<file path="src/rtl/lc3b_pkg.sv">
// Shared LC-3b types: machine word, register index and general-purpose register count.
package lc3b_pkg;

  typedef logic [15:0] word_t;
  typedef logic [2:0]  reg_idx_t;

  localparam int unsigned NUM_GPR = 8;

endpackage

</file>
<file path="src/rtl/reg_file_gpr.sv">
// One general-purpose register: synchronous active-high clear, load enable.
module gpr_reg #(
  parameter int unsigned W = 16
) (
  input  logic         clk,
  input  logic         reset,
  input  logic         ld_i,
  input  logic [W-1:0] d_i,
  output logic [W-1:0] q_o
);

  logic [W-1:0] q_q;
  logic [W-1:0] q_d;

  always_comb begin
    q_d = q_q;
    if (ld_i) q_d = d_i;
  end

  // Clear wins over a simultaneous load.
  always_ff @(posedge clk) begin
    if (reset) q_q <= '0;
    else       q_q <= q_d;
  end

  assign q_o = q_q;

endmodule

</file>
<file path="src/rtl/reg_file.sv">
// LC-3b register file: one synchronous write port, two combinational read ports, no bypass.
module reg_file
  import lc3b_pkg::*;
#(
  parameter int unsigned DATA_W = $bits(word_t),
  parameter int unsigned ADDR_W = $bits(reg_idx_t)
) (
  input  logic              clk,
  input  logic [DATA_W-1:0] data,
  input  logic              LD_REG,
  input  logic [ADDR_W-1:0] DR,
  input  logic [ADDR_W-1:0] SR1,
  input  logic [ADDR_W-1:0] SR2,
  output logic [DATA_W-1:0] SR1_OUT,
  output logic [DATA_W-1:0] SR2_OUT,
  input  logic              reset
);

  localparam int unsigned NREG = 1 << ADDR_W;

  logic [NREG-1:0]   ld_c;
  logic [DATA_W-1:0] regs_c [NREG];

  // One-hot load enable for the destination register.
  always_comb begin
    ld_c = '0;
    if (LD_REG) ld_c[DR] = 1'b1;
  end

  for (genvar g = 0; g < NREG; g++) begin : g_gpr
    gpr_reg #(.W(DATA_W)) u_gpr (
      .clk   (clk),
      .reset (reset),
      .ld_i  (ld_c[g]),
      .d_i   (data),
      .q_o   (regs_c[g])
    );
  end

  assign SR1_OUT = regs_c[SR1];
  assign SR2_OUT = regs_c[SR2];

endmodule

</file>
<file path="config.mk">
export PLATFORM = sky130hd
export DESIGN_NAME = reg_file
export DESIGN_NICKNAME = d
export VERILOG_FILES = /design/src/rtl/lc3b_pkg.sv /design/src/rtl/reg_file_gpr.sv /design/src/rtl/reg_file.sv
export SDC_FILE = /design/constraint.sdc
export NUM_CORES = 1
export LEC_CHECK = 0
export CORE_MARGIN = 2
export CORE_UTILIZATION = 58
export CTS_CLUSTER_DIAMETER = 150
export CTS_CLUSTER_SIZE = 30
export DETAILED_ROUTE_END_ITERATION = 12
export GPL_TIMING_DRIVEN = 0
export PLACE_DENSITY = 0.79
export RECOVER_POWER = 25
export SYNTH_ARGS = -nofsm -noshare
export SYNTH_HDL_FRONTEND = slang
export SYNTH_SLANG_ARGS = --single-unit
</file>
<file path="constraint.sdc">
create_clock -name clk -period 2 [get_ports clk]
set_clock_uncertainty 0.1 [all_clocks]
set_input_delay 0.4 -clock clk [delete_from_list [all_inputs] [get_ports clk]]
set_output_delay 0.4 -clock clk [all_outputs]
set_load 0.05 [all_outputs]
</file>
# Yosys cells after proc, flatten, opt, wreduce, memory -nomap -nowiden
# Index checks and enable logic that the tools add are counted.
[classes]
muxes = 9
order_cmp = 4
bitwise = 2
reduce_logical = 1
[ops]
columns = ["cell", "n"]
rows = [
  ["binary-select mux 16 bit (select 3 bit)", 2],
  ["2-to-1 mux 16 bit", 4],
  ["greater-or-equal comparator 4 bit (second input constant)", 2],
  ["2-to-1 mux 8 bit", 1],
  ["inverter 3 -> 4 bit", 2],
  ["< comparator 3 x 4 -> 1 bit (second input constant)", 1],
  ["demux 1 bit (select 3 bit)", 1],
  ["greater-or-equal comparator 3 x 1 -> 1 bit (second input constant)", 1],
  ["logical AND 1 bit", 1],
  ["2-to-1 mux 1 bit", 1],
]
[totals]
in_bits = 28
reg_bits = 128
output_inout_bits = 32

# Depth between registers and ports, before layout
[depth]
depth_word = 5
mapped_depth = 6
mapped_depth_nobuf = 3

# Modules after synthesis
# From an unflattened synthesis, not the netlist that was laid out.
[hier_totals]
cells_unflattened = 543
area_unflattened_um2 = 6845.3
[modules_own_cells]
columns = ["mod", "area_per_inst_um2", "cells_each", "n_inst", "seq_area_each_um2"]
rows = [
  ["gpr_reg", 580.6, 52, 8, 320.3],
  ["reg_file", 2200.9, 127, 1, 0.0],
]

# Worst setup path after synthesis
# OpenSTA, ideal clock, no wires.
[synth_path]
kind = "input to output"
startpoint = "in SR1[0]"
endpoint = "out SR1_OUT[10]"
stages = 4
slack_ns = -0.057
path_buffers = 2
arrival_time_ns = 1.557
t_required_ns = 1.500
cell_sequence = "buf_6 > buf_6 > mux4_1 > mux2_2"
[synth_via]
elab_chain_len = 4
[synth_rtl]
columns = ["element", "line_no", "rtl"]
rows = [
  ["from (decl)", "reg_file.sv:12", "input logic [ADDR_W-1:0] SR1,"],
  ["inverter 3 -> 4 bit (not written as such)", "reg_file.sv:40", "assign SR1_OUT = regs_c[SR1];"],
  ["binary-select mux 16 bit (select 3 bit)", "reg_file.sv:40", ""],
  ["2-to-1 mux 16 bit (not written as such) (2 in series)", "reg_file.sv:40", ""],
  ["to (decl)", "reg_file.sv:14", "output logic [DATA_W-1:0] SR1_OUT,"],
]
# No other way between the ends. The select of a mux whose other input is x is not followed.

# Worst setup path after layout
[layout_path]
startpoint = "reg g_gpr[5].u_gpr.q_q[1]"
endpoint = "out SR2_OUT[1]"
[layout_via]
elab_chain_len = 3
[layout_rtl]
columns = ["element", "line_no", "rtl"]
rows = [
  ["from (decl)", "reg_file_gpr.sv:12", "logic [W-1:0] q_q;"],
  ["from (signal assigned)", "reg_file_gpr.sv:23", "else q_q <= q_d;"],
  ["binary-select mux 16 bit (select 3 bit)", "reg_file.sv:41", "assign SR2_OUT = regs_c[SR2];"],
  ["2-to-1 mux 16 bit (not written as such) (2 in series)", "reg_file.sv:41", ""],
  ["to (decl)", "reg_file.sv:15", "output logic [DATA_W-1:0] SR2_OUT,"],
]
# No other way between the ends. The select of a mux whose other input is x is not followed.

==> metrics.md <==
| Metric | Value |
|---|---|
| GRT Overall Usage | 0.378 |
| Placed Cells | 884 |
| Buffers on Ports | 36 |
| Mean Syn Cell Area | 9.75 um2 |
| M1 GR Usage | 0.456 |
| Syn Std Cell Area | 6870 um2 |
| Critical path's slowest cell | mux4_2 |
| Grt total ovfl | 0 |
| Layout cell share with drive strength beyond 1 | 0.373 |
| Final #Nets | 808 |
| Die H | 113 um |
| Vias per Instance | 6.79 |
| Hold Crit Start | data[6] |
| Slew @ Worst Pin | 0.929 ns |
| Outcome | complete, but fails checks |
| Global-route wire length before repair | 35500 um |
| Crit. End Element | primary output |
| Netlist cell types | 22 |
| TritonCTS clock tree | yes |
| WS Path Type | reg -> out |
| Util after Layout | 0.736 |
| Final Hold Vio Count | 0 |
| Yosys reg bits | 128 |
| Fmax | 456 MHz |
| Overall Power | 6.62 mW |
| Wire per inst | 25.3 um |
| Most area-consuming cells after synthesis | dfxtp_1 (37%), mux4_1 (20%), nand2_1 (14%) |
| WHS Path Cells | 3 |
| Core ar. | 11500 um2 |
| Reg clk slew, reported paths | 0.06 ns |
| Share of Yosys cell area claimed by the top area cell type | 0.373 |
| Reg2reg start | g_gpr[5].u_gpr.q_o[1] |
| CP max stage delay | 0.47 ns |
| CP Cell Sequence | mux4_2, mux2_4, buf_8 |
| Die footprint | 12700 um2 |
| Crit path arrival time | 1.70 ns |
| Initial DRC Count | 874 |
| Multi-input logic area | 3690 um2 |
| Critical Path Stages | 3 |
| Gate Count Post-Synth | 705 |
| Worst-case reg-to-reg path depth | 4 |
| Fin crit period | 2.20 ns |
| Met2 GRT Util | 0.589 |
| Fin cells | 936 |
| Site Rows | 39 |
| Final setup margin | -0.195 ns |
| Critical path fanouts, max | 3 |
| Setup violators final | 53 |
| Pin count of the biggest net entering global routing | 17 |
| Dpl ws | -0.911 ns |
| Setup TNS | -7.35 ns |
| RSZ-0062 raised after global routing | true |
| DP Area | 7450 um2 |
| Relative slew slack | 0.372 |
| Fin Hold WS | 0.158 ns |
| Via count | 6355 |
| Cell family with most CP delay | multiplexers |
| Failing checks | design-rule violations, negative setup slack |
| Clock buffer depth | 2 |
| Critical Path Start | g_gpr[5].u_gpr.q_o[1] |
| Net count after synthesis | 733 |
| Lkg Pwr | 3.10 nW |
| # hold bufs at CTS | 0 |
| Buf/Inv on CP | 1 |
| Clock root cell | clkbuf_16 |
| Final worst-path cycle share | 1.10 |
| Initial antenna violation count | 0 |
| Critical Path RT | 1.50 ns |
| Vias in the first global route | 6351 |
| Area growth, synth to finish | 23.2% |
| CP Launch Type | register |
| Number of CTS-inserted buffers | 17 |
| N_diodes | 0 |
| Global route hottest layer | met2 |
| Largest register FFs | 128 |
| Seq. cell area | 2640 um2 |
| Pins Over Slew Limit | 0 |
| Die width | 113 um |
| Clock Latency Late Sink | 0.43 ns |
| Type of the tightest min-delay check | in -> reg |
| First-pass DRT Iterations | 10 |
| Area leader, netlist | dfxtp_1 |
| DRC viols | 3 |
| Post-DP HPWL | 14100 um |
| H-tree Lvls | 4 |
| IR drop worst, VDD | 674 uV |
| Design area | 8470 um2 |
| Ys Warns | 0 |
| Fill cells | 776 |
| Initial Util | 0.597 |
| Sink Count | 128 |
| Placer Congestion | 0.892 |
| Sequential element share of the synthesized area | 0.373 |
| Antenna Nets Post-Route | 0 |
| PD cells | 781 nW/um2 |
| Max-cap violation count | 0 |
| Met3 Track Usage GR | 0.126 |
| I/O pin count | 60 |
| Total length of routed wires | 23700 um |
logic make-up after synthesis:
group / count (synthesis) / share of synthesized area
buf+inv: 81 / 0.0775
compound gates: 128 / 0.0932
simple gates: 272 / 0.165
flops: 128 / 0.373
mux: 96 / 0.291
per-layer routing:
metal / part of all wire / vias up
li1: - / 2607
met1: 0.33 / 3006
met2: 0.47 / 592
met3: 0.14 / 150
met4: 0.066 / 0
met5: 0 / -
area by class of cell:
| class | count | area share |
|---|---|---|
| Multi-Input combinational cell | 496 | 0.436 |
| Sequential cell | 128 | 0.311 |
| Timing Repair Buffer | 60 | 0.0868 |
| Buffer | 77 | 0.0752 |
| Clock buffer | 27 | 0.0606 |
| Tap cell | 143 | 0.0211 |
| Clock inverter | 5 | 0.00886 |
timing repair:
| action | in CTS | in global routing |
|---|---|---|
| pin swaps | 2 | 2 |
| setup buffers | 9 | 11 |
| hold endpoints to repair | 0 | 0 |
| setup endpoints to repair | 85 | 109 |
| gates resized for setup | 338 | 45 |
| gates cloned | 4 | 0 |
report_power, final:
| group | switching [mW] | internal [mW] |
|---|---|---|
| Clock | 1.14 | 1.99 |
| Combinational | 0.475 | 0.353 |
| Sequential | 0.0427 | 2.61 |
cell usage in the layout, fill, tap and decap left out, types with 3 or more instances in the layout:
cell / instances
buf_8: 29
a21oi_1: 128
clkbuf_2: 6
clkbuf_8: 5
clkbuf_16: 17
clkbuf_1: 33
dfxtp_1: 68
mux2_4: 31
buf_16: 4
buf_4: 41
and4b_1: 3
buf_6: 11
buf_12: 10
clkinv_2: 3
nand2_1: 256
dfxtp_2: 60
and4bb_2: 3
mux4_2: 64
buf_2: 4
nand4b_1: 3
worst register-to-register path: stages (launching register included):
cell and delay [ns]:
dfxtp_2 0.33, buf_4 0.13, buf_4 0.12, nand2_1 0.06, a21oi_1 0.07
final timing paths:
check	end	slack, ns
worst max-delay path	SR2_OUT[1]	-0.20
worst min-delay path	g_gpr[5].u_gpr.q_o[6]	0.16
worst max register to register	g_gpr[5].u_gpr.q_o[1]	1.05
worst min register to register	g_gpr[1].u_gpr.q_o[5]	0.36
synth_stat cells (all sizes together):
library cell and instances:
buf 47, clkbuf 34, and4b 3, dfxtp 128
mux4 64, and4bb 3, mux2 32, a21oi 128
nor4b 1, nand4b 3, nand4 1, or4b 1
nand4bb 3, nand2 256, and4 1
Power figures use the tool's default switching activity.
